==> src/rtl/qspi_cmd_seq.sv <==
// Command sequencer for spi_sf: loads opcode/address/payload into the send buffer,
// runs one flash session, then drains read bytes to a byte stream.
module qspi_cmd_seq #(
    parameter int unsigned      TMO_W   = 20,
    parameter logic [TMO_W-1:0] TMO_MAX = TMO_W'(20'hFFFFF)
) (
    input  logic        clk,
    input  logic        reset,
    input  logic        req_valid,
    output logic        req_ready,
    input  logic [7:0]  req_opcode,
    input  logic [23:0] req_addr,
    input  logic        req_has_addr,
    input  logic        req_dummy,
    input  logic [1:0]  req_dir,
    input  logic [8:0]  req_len,
    input  logic [7:0]  wdata,
    input  logic        wdata_valid,
    output logic        wdata_ready,
    output logic [7:0]  rdata,
    output logic        rdata_valid,
    output logic        done,
    output logic        err,
    output logic        sf_start_session,
    output logic        sf_end_session,
    output logic        sf_addr,
    output logic        sf_dummy,
    output logic        sf_read_mem,
    output logic        sf_write_mem,
    output logic [8:0]  sf_nr_of_bytes,
    output logic        sf_wr,
    output logic [7:0]  sf_din,
    input  logic        sf_send_full,
    output logic        sf_rd,
    input  logic [7:0]  sf_dout,
    input  logic        sf_recv_empty,
    input  logic        sf_cycle_done
);

    localparam int unsigned LEN_W = 9;

    typedef enum logic [3:0] {
        S_IDLE, S_LD_CMD, S_LD_ADDR, S_LD_DATA, S_START,
        S_WT_BUSY, S_WT_DONE, S_DRAIN, S_FIN
    } state_t;

    state_t           state_q, state_d;
    logic [7:0]       opcode_q;
    logic [23:0]      addr_q;
    logic [1:0]       addr_cnt_q, addr_cnt_d;
    logic [LEN_W-1:0] cnt_q, cnt_d, rcv_cnt_q, rcv_cnt_d;
    logic [TMO_W-1:0] tmo_q, tmo_d;
    logic             rd_dly_q;
    logic             sf_wr_d, sf_rd_d, sf_start_d, rdata_valid_d, err_d;
    logic [7:0]       sf_din_d, rdata_d;
    logic             accept, slot_open, wr_go, rd_go, tmo_hit;

    assign accept      = (state_q == S_IDLE) && req_valid && req_ready;
    // A push slot opens only after a gap cycle and while the send buffer has room.
    assign slot_open   = !sf_wr && !sf_send_full;
    assign wr_go       = sf_write_mem && (sf_nr_of_bytes != '0);
    assign rd_go       = sf_read_mem && (sf_nr_of_bytes != '0);
    assign tmo_hit     = (tmo_q + TMO_W'(1)) == TMO_MAX;
    assign wdata_ready = (state_q == S_LD_DATA) && slot_open;

    // Next-state and next-output logic.
    always_comb begin
        state_d       = state_q;
        addr_cnt_d    = addr_cnt_q;
        cnt_d         = cnt_q;
        rcv_cnt_d     = rcv_cnt_q;
        tmo_d         = tmo_q;
        sf_wr_d       = 1'b0;
        sf_din_d      = sf_din;
        sf_rd_d       = 1'b0;
        sf_start_d    = 1'b0;
        rdata_d       = rdata;
        rdata_valid_d = 1'b0;
        err_d         = err;

        // Receive data appears on sf_dout the cycle after the sf_rd strobe.
        if (rd_dly_q) begin
            rdata_d       = sf_dout;
            rdata_valid_d = 1'b1;
            rcv_cnt_d     = rcv_cnt_q + LEN_W'(1);
        end

        case (state_q)
            S_IDLE: begin
                if (accept) begin
                    err_d      = 1'b0;
                    cnt_d      = '0;
                    rcv_cnt_d  = '0;
                    addr_cnt_d = '0;
                    state_d    = S_LD_CMD;
                end
            end
            S_LD_CMD: begin
                if (slot_open) begin
                    sf_wr_d  = 1'b1;
                    sf_din_d = opcode_q;
                    if (sf_addr)    state_d = S_LD_ADDR;
                    else if (wr_go) state_d = S_LD_DATA;
                    else            state_d = S_START;
                end
            end
            S_LD_ADDR: begin
                if (slot_open) begin
                    sf_wr_d    = 1'b1;
                    addr_cnt_d = addr_cnt_q + 2'd1;
                    case (addr_cnt_q)
                        2'd0:    sf_din_d = addr_q[23:16];
                        2'd1:    sf_din_d = addr_q[15:8];
                        default: sf_din_d = addr_q[7:0];
                    endcase
                    if (addr_cnt_q == 2'd2) state_d = wr_go ? S_LD_DATA : S_START;
                end
            end
            S_LD_DATA: begin
                if (wdata_valid && wdata_ready) begin
                    sf_wr_d  = 1'b1;
                    sf_din_d = wdata;
                    cnt_d    = cnt_q + LEN_W'(1);
                    if ((cnt_q + LEN_W'(1)) == sf_nr_of_bytes) state_d = S_START;
                end
            end
            S_START: begin
                sf_start_d = 1'b1;
                tmo_d      = '0;
                cnt_d      = '0;
                state_d    = S_WT_BUSY;
            end
            S_WT_BUSY, S_WT_DONE: begin
                tmo_d = tmo_q + TMO_W'(1);
                if (tmo_hit) begin
                    err_d   = 1'b1;
                    state_d = S_FIN;
                end else if (state_q == S_WT_BUSY) begin
                    if (!sf_cycle_done) state_d = S_WT_DONE;
                end else if (sf_cycle_done) begin
                    state_d = rd_go ? S_DRAIN : S_FIN;
                end
            end
            S_DRAIN: begin
                if (!sf_rd && (cnt_q != sf_nr_of_bytes) && !sf_recv_empty) begin
                    sf_rd_d = 1'b1;
                    cnt_d   = cnt_q + LEN_W'(1);
                end
                if (rd_dly_q && ((rcv_cnt_q + LEN_W'(1)) == sf_nr_of_bytes)) state_d = S_FIN;
            end
            S_FIN:   state_d = S_IDLE;
            default: state_d = S_IDLE;
        endcase
    end

    // State and output registers; session config is held from accept until FIN.
    always_ff @(posedge clk) begin
        if (reset) begin
            state_q          <= S_IDLE;
            opcode_q         <= '0;
            addr_q           <= '0;
            addr_cnt_q       <= '0;
            cnt_q            <= '0;
            rcv_cnt_q        <= '0;
            tmo_q            <= '0;
            rd_dly_q         <= 1'b0;
            req_ready        <= 1'b1;
            rdata            <= '0;
            rdata_valid      <= 1'b0;
            done             <= 1'b0;
            err              <= 1'b0;
            sf_start_session <= 1'b0;
            sf_end_session   <= 1'b0;
            sf_addr          <= 1'b0;
            sf_dummy         <= 1'b0;
            sf_read_mem      <= 1'b0;
            sf_write_mem     <= 1'b0;
            sf_nr_of_bytes   <= '0;
            sf_wr            <= 1'b0;
            sf_din           <= '0;
            sf_rd            <= 1'b0;
        end else begin
            state_q          <= state_d;
            addr_cnt_q       <= addr_cnt_d;
            cnt_q            <= cnt_d;
            rcv_cnt_q        <= rcv_cnt_d;
            tmo_q            <= tmo_d;
            rd_dly_q         <= sf_rd;
            req_ready        <= (state_d == S_IDLE);
            rdata            <= rdata_d;
            rdata_valid      <= rdata_valid_d;
            done             <= (state_d == S_FIN);
            err              <= err_d;
            sf_start_session <= sf_start_d;
            sf_wr            <= sf_wr_d;
            sf_din           <= sf_din_d;
            sf_rd            <= sf_rd_d;
            if (accept) begin
                opcode_q       <= req_opcode;
                addr_q         <= req_addr;
                sf_addr        <= req_has_addr;
                sf_dummy       <= req_dummy;
                sf_read_mem    <= (req_dir == 2'b01);
                sf_write_mem   <= (req_dir == 2'b10);
                sf_end_session <= (req_dir == 2'b00) || (req_dir == 2'b11);
                sf_nr_of_bytes <= req_len;
            end else if (state_q == S_FIN) begin
                sf_addr        <= 1'b0;
                sf_dummy       <= 1'b0;
                sf_read_mem    <= 1'b0;
                sf_write_mem   <= 1'b0;
                sf_end_session <= 1'b0;
                sf_nr_of_bytes <= '0;
            end
        end
    end

endmodule

==> config.mk <==
export PLATFORM = sky130hd
export DESIGN_NAME = qspi_cmd_seq
export DESIGN_NICKNAME = d
export VERILOG_FILES = /design/src/rtl/qspi_cmd_seq.sv
export SDC_FILE = /design/constraint.sdc
export NUM_CORES = 1
export LEC_CHECK = 0
export ABC_CLOCK_PERIOD_IN_PS = 2520
export CAP_MARGIN = 20
export CORE_MARGIN = 3
export CORE_UTILIZATION = 34
export CTS_CLUSTER_DIAMETER = 100
export DETAILED_ROUTE_END_ITERATION = 10
export DONT_BUFFER_PORTS = 1
export SKIP_CTS_REPAIR_TIMING = 1
export SYNTH_ARGS = -nofsm -noshare
export SYNTH_HDL_FRONTEND = slang
export SYNTH_SLANG_ARGS = --single-unit
==> constraint.sdc <==
create_clock -name clk -period 2.52 [get_ports clk]
set_input_delay 0.504 -clock clk [delete_from_list [all_inputs] [get_ports clk]]
set_output_delay 0.504 -clock clk [all_outputs]
set_load 0.01 [all_outputs]
; Word level (Yosys, flattened, before mapping)
; Cells that the tools add are included.
[classes]
n_lt_le_gt_ge = 0
reduce_logical = 33
n_bitwise = 1
div_mod_pow = 0
shifts = 0
multipliers = 0
n_eq_ne = 24
addsub = 4
muxes = 48
[ops]
columns = op, n
row1 = 2-to-1 mux 9 bit, 8
row2 = 2-to-1 mux 4 bit, 12
row3 = one-hot mux 20 bit (2 select lines), 1
row4 = one-hot mux 9 bit (4 select lines), 1
row5 = one-hot mux 4 bit (7 select lines), 1
row6 = 2-to-1 mux 8 bit, 3
row7 = one-hot mux 8 bit (3 select lines), 1
row8 = "adder 20 x 1 -> 20 bit, second input constant", 1
row9 = "equality test 20 bit, second input constant", 1
row10 = "adder 9 x 1 -> 9 bit, second input constant", 2
row11 = equality test 9 bit, 2
row12 = "equality test 4 x 3 -> 1 bit, second input constant", 4
row13 = one-hot mux 8 bit (2 select lines), 1
row14 = 2-to-1 mux 1 bit, 13
row15 = logical AND 1 bit, 10
row16 = "!= test 2 bit, second input constant", 5
row17 = != test 9 bit, 1
row18 = nonzero test 9 bit, 1
row19 = "equality test 4 x 2 -> 1 bit, second input constant", 2
row20 = "equality test 4 bit, second input constant", 2
row21 = zero test 4 bit, 2
row22 = AND reduction 4 bit, 2
row23 = nonzero test 2 bit, 4
row24 = "equality test 2 bit, second input constant", 3
row25 = other kinds (16), 27
[totals]
register_bits = 114
romBits = 0
wordCells = 133
inputBits = 68
mem_bits_rw = 0
latchBits = 0
out_inout_bits = 38
mem_count = 0

; Longest topological paths before layout
; Gate-level depths: netlist of run 1.
[depth]
depth_word = 8
ltp_mapped = 10
depth_no_buf = 8

; Worst setup path after synthesis of run 1
; Ideal clock, no wire load.
[synth_path]
path_kind = flip-flop to flip-flop
from = register tmo_q[1]
to = register state_q[0]
path_slack_ns = -0.016
n_path_buf = 2
arrival_ns = 2.393
required_time_ns = 2.377
stages_incl_launch_ff = 11
synth_period_minus_slack_ns = 2.536
setup_time_ns = 0.143
path_cell_list = dfxtp_1 ha_1 nand3_1 buf_2 or4_4 xnor2_1 o211ai_1 or4_1 buf_2 nand4b_1 a41oi_1
[synth_via]
elab_chain_len = 4
[synth_rtl]
columns = item, line
row1 = "start, declared", 52  ; logic [TMO_W-1:0] tmo_q, tmo_d;
row2 = "start signal, assigned", 187  ; tmo_q <= tmo_d;
row3 = adder 20 x 1 -> 20 bit, 63  ; assign tmo_hit = (tmo_q + TMO_W'(1)) == TMO_MAX;
row4 = equality test 20 bit, 63
row5 = 2-to-1 mux 4 bit, 135  ; if (tmo_hit) begin
row6 = one-hot mux 4 bit (7 select lines), 88  ; case (state_q)
row7 = "end signal, assigned", 183  ; state_q <= state_d;
row8 = "end, declared", 47  ; state_t state_q, state_d;
; No other way between the ends.
; A chain may end at the register's enable or synchronous reset.

; Worst setup path in the final report of run 1
[layout_path]
from = register tmo_q[0]
to = register state_q[0]
; The elaborated chain is that of the path after synthesis.

==> results.md, run 1 <==
* Status: finished, final reports clean
* Xor and xnor area share after synthesis at 0.0618
* CTS root buffer: clkbuf_16
* Layout cells sized above 1 at 0.123
* Worst-path fanout max at 6
* Peak Freq at 0.411 GHz
* Wire length per cell at 15.9 um
* Final-report setup violation count at 0
* Footprint of the multi-input gates at 0.00330 sq mm
* Synth Area per Inst at 7.86 sq um
* CP max-delay cell: or4_4
* Post-route ant nets at 0
* Sink Count at 114
* Multiplexer share of the synthesized area at 0.0155
* P&R area growth vs syn at 18.7%
* Inserted Clock Buffers at 17
* Top FF cell, synth: dfxtp_1
* Largest family of logic cells by synthesized area: simple AND/OR/NAND/NOR gates
* Total GRT Usage at 0.168
* LEAKAGE at 2.38 nW
* Top post-synthesis cells by area: dfxtp_1 39%, nand2_1 7.0%, a21oi_1 5.8%
* Final hold violations at 0
* Synth async-reset ratio at 0
* Top cells by instance count after synthesis: 114 x dfxtp_1, 108 x nand2_1, 88 x nor2_1
* CP most frequent cell: or4_4
* Die height at 137 um
* Synth Instances at 739
* WS Path Type: reg -> reg
* Final wirelength at 15,600 um
* CTS tree: yes
* Slew Limit Fails at 0
* Dominant cell type by area after synthesis: dfxtp_1
* Via count at 5,273
* Hold Path Stages at 1
* Yosys warnings at 0
* Global route overflow at 0
* Layout Utilization at 0.414
* Top delay family on crit path: simple AND/OR/NAND/NOR gates
* Site Rows at 47
* Cell Area, Synth at 0.00581 sq mm
* Vias per inst at 5.37
* Data required time of the critical path at 2.80 ns
* Post-layout minimum cycle time at 2.43 ns
* Synth unique cells at 58
* Clock latency on the worst-skew pair at 0.42 ns
* Post-route clock skew at 0.0101 ns
* Worst r2r src: tmo_q[0]
* Critical path arrival at 2.71 ns
* Largest net degree at the start of global routing at 100
* Initial antenna violation count at 0
* Vias in the first global route at 4,797
* Worst hold path class: in -> reg
* H-tree Lvls at 4
* Delay of the slowest critical-path stage at 0.59 ns
* Post-synthesis adder-cell area fraction at 0.0194
* WHS Endpoint: tmo_q[8]
* Drt drc at 0
* Crit path capture type: flop
* Core area at 0.0166 sq mm
* Max Cap Viol at 0
* Register Area at 0.00228 sq mm
* Critical path buffers and inverters at 0
* # fillers at 1,683
* Worst-margin pin slew at 0.541 ns
* Number of enable flip-flop cells after synthesis at 0
* I/O Buffers at 0
* Die X at 137 um
* RSZ-0062 raised after global routing: false
* Initial core utilization at 0.349
* Final Wtd Congestion at 0.881
* Final Power at 0.00579 W
* Die Footprint at 0.0187 sq mm
* Diode count at 0
* Simple-Gate Fraction of Synth Area at 0.262
* Crit-path cells: ha_2, nand3_4, or4_4, xnor2_1, o211ai_1, or4_4, nand4b_1, a41oi_1
* VDD IR max at 0.465 mV
* Pwr/cell area at 840 mW/mm^2
* Worst R2R Setup Slack at 0.09 ns
* Hold_sp: reset
* CTS Buffer Depth at 2
* Drt first pass iters at 5
* Most frequent cell after synthesis: dfxtp_1
* Detailed Route Iter0 Violations at 430
* Critical Path Source Type: flop
* Net Count, Synth at 816
* Wire length of the first global-routing pass at 24,900 um
* Post-synth top area share at 0.393
* Reg2reg path depth at 8
* RR Endpoint: state_q[0]
* Synth Area in Compound Gates at 0.203
* Period utilization at 0.965
* DP Wirelength at 10,900 um
* Register area share after synthesis at 0.393
* I/O pin cnt at 106
* Clk pin slew, worst setup/hold paths at 0.06 ns
* Final nets at 826
* Worst rel slew slack at 0.640
* Number of synthesized register bits at 114
-- layout make-up --
class                      count  share of cell area
multi-input combinational    557               0.478
sequential                   114               0.331
clock buffer                  20              0.0662
timing repair buffer          49              0.0533
tap                          220              0.0399
clock inverter                12              0.0259
inverter                      10             0.00544
-- cell usage in the layout, fill, tap and decap left out, types with 18 or more instances in the layout --
cell type / netlist / final
nand2_1: 108 / 108
xor2_1: 18 / 18
nor2_1: 88 / 88
a211oi_1: 26 / 26
nor2b_1: 19 / 19
a21oi_1: 67 / 67
dfxtp_1: 114 / 113
buf_4: 0 / 49
xnor2_1: 23 / 23
-- metal layers --
metal,track usage,wire [um],vias to the layer above
met4,0.0672,294,0
met3,0.0544,1090,24
met1,0.222,7040,2465
met2,0.254,7160,140
met5,0,0,-
li1,-,-,2644
-- flip-flops by register name, summed over array words and instances, names as in the netlist, 8 cells and up --
signal          count
addr_q             24
tmo_q              20
cnt_q               9
rcv_cnt_q           9
sf_nr_of_bytes      9
opcode_q            8
rdata               8
sf_din              8
-- power by group --
part / internal [W] / switching, W
registers: 0.00198 / 0.000176
logic: 0.000413 / 0.000650
clock network: 0.00171 / 0.000865
-- logic make-up after synthesis --
family	after synthesis
XOR/XNOR	41
adder cells (fa/ha/maj)	9
multiplexers	9
AND/OR/NAND/NOR	316
AO/OA/AOI/OAI	182
buffers and inverters	68
flip-flops	114
-- stage by stage --
step	area [sq um]	TNS (ns)	hold WS (ns)	cells	worst slack, ns
global placement	6230	-0.171	0.437	949	-0.0814
floorplan	5810	0	0.436	739	0.0659
global route	6900	0	0.148	982	0.00927
finish	6900	0	0.159	982	0.0873
CTS	6870	-0.394	0.131	981	-0.116
detailed placement	6230	-0.241	0.441	949	-0.0920
-- worst max path at each step --
stage,startpoint,to,cells after the start,slack (ns)
2_1_floorplan,tmo_q[1],state_q[0],10,0.07
3_3_place_gp,tmo_q[0],state_q[0],8,-0.08
3_5_place_dp,tmo_q[0],state_q[0],8,-0.09
4_1_cts,tmo_q[0],state_q[0],8,-0.12
5_1_grt,tmo_q[11],state_q[0],7,0.009
6_report,tmo_q[0],state_q[0],8,0.09
Power figures use the tool's default switching activity.
==> run 2: changes to the inputs <==
CELL_PAD_IN_SITES_DETAIL_PLACEMENT = 0   (was default)
CELL_PAD_IN_SITES_GLOBAL_PLACEMENT = 1   (was default)
PLACE_DENSITY_LB_ADDON = 0.2   (was default)
==> results.md, run 2 (synthesis gave the netlist of run 1 again) <==
* Worst rel slew slack at 0.602
* Layout Utilization at 0.413
* CTS Buffer Depth at 2
* CTS tree: yes
* Sink Count at 114
* Detailed Route Iter0 Violations at 296
* Via count at 5,273
* Critical path arrival at 2.68 ns
* Site Rows at 47
* Final hold violations at 0
* Wire length of the first global-routing pass at 27,000 um
* Slew Limit Fails at 0
* Crit path to: state_q[0]
* Global route overflow at 0
* Commonest non-fill, non-tap cells in the layout: 112 x dfxtp_1, 108 x nand2_1, 88 x nor2_1, 67 x a21oi_1, 44 x buf_4
* H-tree Lvls at 4
* Pwr/cell area at 864 mW/mm^2
* Most flops, register: addr_q
* CTS root buffer: clkbuf_16
* WS Path Type: reg -> reg
* Worst hold path class: in -> reg
* LEAKAGE at 2.36 nW
* Largest net degree at the start of global routing at 100
* Final wirelength at 16,600 um
* DP Wirelength at 12,000 um
* Die Footprint at 0.0187 sq mm
* Peak Freq at 0.414 GHz
* Layout cells sized above 1 at 0.119
* Post-layout minimum cycle time at 2.41 ns
* Max Cap Viol at 0
* Commonest non-fill, non-tap cell in the layout: dfxtp_1
* Status: finished, final reports clean
* CP max-delay cell: or4_4
* Post-route ant nets at 0
* Post-route clock skew at 0.0106 ns
* Critical Path Source Type: flop
* P&R area growth vs syn at 18.4%
* Delay of the slowest critical-path stage at 0.58 ns
* Worst r2r src: tmo_q[11]
* I/O pin cnt at 106
* Max FFs per register at 24
* Worst-margin pin slew at 0.597 ns
* Vias per inst at 5.40
* Period utilization at 0.958
* Crit path capture type: flop
* Die X at 137 um
* Finished Layout Cells at 977
* Post-Place Cells at 945
* Worst R2R Setup Slack at 0.11 ns
* Vias in the first global route at 5,219
* Worst-path fanout max at 6
* Cell depth of the worst setup path at 7
* Initial antenna violation count at 0
* Largest registers: addr_q x24, tmo_q x20
* Critical path buffers and inverters at 0
* Clock latency on the worst-skew pair at 0.41 ns
* Final-report setup violation count at 0
* Crit path from: tmo_q[11]
* Final Wtd Congestion at 0.868
* Wire length per cell at 17.0 um
* Final nets at 821
* VDD IR max at 0.531 mV
* Data required time of the critical path at 2.79 ns
* Clk pin slew, worst setup/hold paths at 0.06 ns
* Initial core utilization at 0.349
* Reg2reg path depth at 7
* I/O Buffers at 0
* Crit-path cells: nand4_1, or4_1, a21oi_1, o21ai_1, or4_4, nand4b_1, a41oi_1
* RR Endpoint: state_q[0]
* Drt first pass iters at 5
* Core area at 0.0166 sq mm
* Total GRT Usage at 0.182
* Inserted Clock Buffers at 17
* Diode count at 0
* Drt drc at 0
* Top delay family on crit path: simple AND/OR/NAND/NOR gates
* Die height at 137 um
## run 2: area by class of cell
| type | count | area [sq um] |
|---|---|---|
| Sequential cell | 114 | 2280 |
| Clock buffer | 20 | 457 |
| Fill cell | 1693 | 9770 |
| Clock inverter | 12 | 204 |
| Tap cell | 220 | 275 |
| Inverter | 10 | 37.5 |
| Timing Repair Buffer | 44 | 330 |
| Multi-Input combinational cell | 557 | 3290 |
## run 2: per-stage QoR
stage / worst slack (ns) / cell area (sq um) / hold slack, ns / TNS, ns / power [W]
3_5_place_dp: -0.0317 / 6200 / 0.441 / -0.0399 / 0.00329
3_3_place_gp: 0.0160 / 6200 / 0.437 / 0 / 0.00327
2_1_floorplan: 0.0659 / 5810 / 0.436 / 0 / 0.00297
5_1_grt: -0.000707 / 6880 / 0.130 / -0.000707 / 0.00625
6_report: 0.106 / 6880 / 0.154 / 0 / 0.00594
4_1_cts: -0.0464 / 6860 / 0.143 / -0.0815 / 0.00601
## run 2: layer usage
| metal | global-route usage | up-vias | part of all wire |
|---|---|---|---|
| met1 | 0.237 | 2488 | 0.46 |
| met4 | 0.0454 | 0 | 0.0083 |
| met3 | 0.0676 | 13 | 0.070 |
| met5 | 0 | - | 0 |
| met2 | 0.286 | 133 | 0.46 |
| li1 | - | 2639 | - |
## run 2: worst min path at each step
stage | start | cells past startpoint | endpoint | slack, ns
floorplan | addr_q[10] | 2 | addr_q[10] | 0.44
global placement | addr_q[5] | 2 | addr_q[5] | 0.44
detailed placement | addr_q[0] | 2 | addr_q[0] | 0.44
CTS | reset | 1 | addr_q[9] | 0.14
global route | reset | 1 | addr_q[14] | 0.13
finish | reset | 1 | addr_q[9] | 0.15
## run 2: power breakdown
| group | total, W | leakage [nW] | switching, W | internal, W |
|---|---|---|---|---|
| combinational | 0.00109 | 1.12 | 0.000673 | 0.000412 |
| sequential | 0.00216 | 0.927 | 0.000181 | 0.00198 |
| clock | 0.00270 | 0.313 | 0.000885 | 0.00181 |
| total | 0.00594 | 2.36 | 0.00174 | 0.00420 |
## run 2: worst register-to-register path, stage by stage (launching register included)
cell and delay (ns):
dfxtp_1 0.45, nand4_1 0.22, or4_1 0.54, a21oi_1 0.14
o21ai_1 0.09, or4_4 0.58, nand4b_1 0.13, a41oi_1 0.12
==> run 3: changes to the inputs <==
ABC_AREA = 1   (was default)
CAP_MARGIN = default   (was 20)
CTS_BUF_LIST = sky130_fd_sc_hd__clkbuf_8   (was default)
==> results.md, run 3 <==
* CTS Buffer Depth at 2
* VDD IR max at 0.382 mV
* Worst-path fanout max at 5
* Final wirelength at 17,000 um
* Synth Instances at 882
* Most flops, register: addr_q
* # fillers at 1,825
* Slew Limit Fails at 0
* Largest net degree at the start of global routing at 49
* Site Rows at 47
* Synth unique cells at 34
* Flop pwr share at 0.416
* Delay of the slowest critical-path stage at 0.42 ns
* P&R area growth vs syn at 11.4%
* Detailed Route Iter0 Violations at 277
* Worst rel slew slack at 0.633
* Post-layout minimum cycle time at 2.16 ns
* Top FF cell, synth: dfxtp_1
* Peak Freq at 0.464 GHz
* Reg2reg path depth at 13
* Post-route ant nets at 0
* Max Cap Viol at 0
* WHS Endpoint: tmo_q[8]
* Synth Area per Inst at 6.64 sq um
* Yosys warnings at 0
* Post-synth top area share at 0.389
* Hold Path Stages at 1
* Final nets at 966
* Via count at 5,529
* RSZ-0062 raised after global routing: false
* Sink Count at 114
* Initial antenna violation count at 0
* Cell Area, Synth at 0.00586 sq mm
* Crit-path cells: ha_1, nand3_2, nor2_2, xor2_1, nand3_1, nor2_1, nand2_1, nor2_2, nand3_1, nand2_1, nor2_1, nand2_1, nand2_1
* Worst-margin pin slew at 0.544 ns
* Global route overflow at 0
* Diode count at 0
* Logic pwr share at 0.293
* Status: finished, final reports clean
* Layout cells sized above 1 at 0.0877
* Top cells by instance count after synthesis: 212 x nand2_1, 114 x dfxtp_1, 107 x nor2_1
* Initial core utilization at 0.351
* Worst r2r src: tmo_q[1]
* Net Count, Synth at 959
* CTS root buffer: clkbuf_8
* Number of synthesized register bits at 114
* Switching fraction of total power at 0.390
* Synth async-reset ratio at 0
* Clock latency on the worst-skew pair at 0.44 ns
* Data required time of the critical path at 2.85 ns
* DP Wirelength at 12,500 um
* Most frequent cell after synthesis: nand2_1
* Register area share after synthesis at 0.389
* Post-route clock skew at 0.00991 ns
* Commonest non-fill, non-tap cells in the layout: 212 x nand2_1, 114 x dfxtp_1, 107 x nor2_1, 94 x inv_1, 82 x o21ai_0
* CP max-delay cell: dfxtp_1
* Dominant cell type by area after synthesis: dfxtp_1
* Die Footprint at 0.0188 sq mm
* Largest registers: addr_q x24, tmo_q x20
* Final-report setup violation count at 0
* Clk pwr share at 0.291
* CTS tree: yes
* Worst R2R Setup Slack at 0.36 ns
* Final Wtd Congestion at 0.854
* Clk pin slew, worst setup/hold paths at 0.07 ns
* Critical Path Source Type: flop
* I/O Buffers at 0
* Drt drc at 0
* Setup TNS at 0 ns
* RR Endpoint: req_ready
* Vias per inst at 4.93
* Core area at 0.0167 sq mm
* Max FFs per register at 24
* Final hold violations at 0
* P_sw at 0.00218 W
* H-tree Lvls at 4
* Period utilization at 0.855
* I/O pin cnt at 106
* CP most frequent cell: nand2_1
* Final Power at 0.00559 W
* Hold_sp: reset
* Total GRT Usage at 0.185
* Top post-synthesis cells by area: dfxtp_1 39%, nand2_1 14%, o21ai_0 7.0%
* Number of enable flip-flop cells after synthesis at 0
* Pwr/cell area at 856 mW/mm^2
* Commonest non-fill, non-tap cell in the layout: nand2_1
* Layout Utilization at 0.391
* Worst hold path class: in -> reg
* Vias in the first global route at 5,318
* WS Path Type: reg -> reg
* Crit path capture type: flop
* Power Internal at 0.00341 W
* Die height at 137 um
* LEAKAGE at 2.54 nW
* Wire length per cell at 15.1 um
* Inserted Clock Buffers at 17
* Wire length of the first global-routing pass at 27,300 um
* Critical path arrival at 2.48 ns
* Die X at 137 um
* Drt first pass iters at 5
run 3: cell count changes after synthesis, moves of 11 or more:
| cell | delta |
|---|---|
| clkbuf_1 | -26 |
| a22oi_1 | -17 |
| inv_1 | +84 |
| nor2_2 | +11 |
| nor2_1 | +19 |
| nand2_1 | +104 |
| xnor2_1 | -16 |
| nand3_1 | +41 |
| nor2b_1 | -19 |
| o21ai_0 | +70 |
| a211oi_1 | -22 |
run 3: through the flow:
step / hold WS, ns / std cells / worst slack [ns] / area (sq um)
floorplan: 0.430 / 882 / 0.683 / 5860
global route: 0.0967 / 1121 / 0.0920 / 6530
finish: 0.126 / 1121 / 0.364 / 6530
detailed placement: 0.445 / 1090 / 0.276 / 6160
global placement: 0.441 / 1090 / 0.329 / 6160
CTS: 0.0969 / 1121 / 0.334 / 6530
run 3: how the worst max path moves through the flow:
stage / cells past startpoint / slack (ns) / endpoint / startpoint
finish: 13 / 0.36 / req_ready / tmo_q[1]
global route: 13 / 0.09 / req_ready / tmo_q[1]
CTS: 13 / 0.33 / req_ready / tmo_q[1]
detailed placement: 13 / 0.28 / req_ready / sf_send_full
global placement: 13 / 0.33 / req_ready / sf_send_full
floorplan: 13 / 0.68 / req_ready / sf_send_full
run 3: layout make-up:
type / count / area (sq um) / area share
Multi-Input combinational cell: 639 / 3090 / 0.473
Sequential cell: 114 / 2280 / 0.350
Inverter: 103 / 387 / 0.0592
Tap cell: 220 / 275 / 0.0422
Clock buffer: 18 / 248 / 0.0380
Timing Repair Buffer: 14 / 130 / 0.0199
Clock inverter: 13 / 115 / 0.0176
run 3: logic make-up (layout without fill, tap and decap cells):
kind of cell    after synthesis  count (layout)  synth area share
flops                       114             114             0.389
buf+inv                     129             148            0.0831
xor+xnor                     19              19            0.0284
fa+ha+maj                     9               9            0.0192
compound gates              186             186             0.171
simple gates                425             425             0.309
run 3: power groups by stage:
stage / Sequential, W / Combinational, W / Clock, W
after floorplan: 0.00232 / 0.00115 / 0
after global placement: 0.00236 / 0.00166 / 0
after detailed placement: 0.00236 / 0.00164 / 0
after CTS: 0.00232 / 0.00165 / 0.00166
after global routing: 0.00236 / 0.00188 / 0.00174
final: 0.00232 / 0.00164 / 0.00162
run 3: metal layers:
layer	up-vias	wire [um]	GRT usage
met5	-	0	0
met1	2489	8220	0.248
met2	134	7610	0.293
met4	0	273	0.0671
li1	2884	-	-
met3	22	878	0.0383
run 3: worst max-delay path: cells and delay by family (launching register included):
family                   cells  cell delay [ns]
XOR/XNOR                     1             0.22
adder cells (fa/ha/maj)      1             0.23
flip-flops                   1             0.42
AND/OR/NAND/NOR             11             1.16
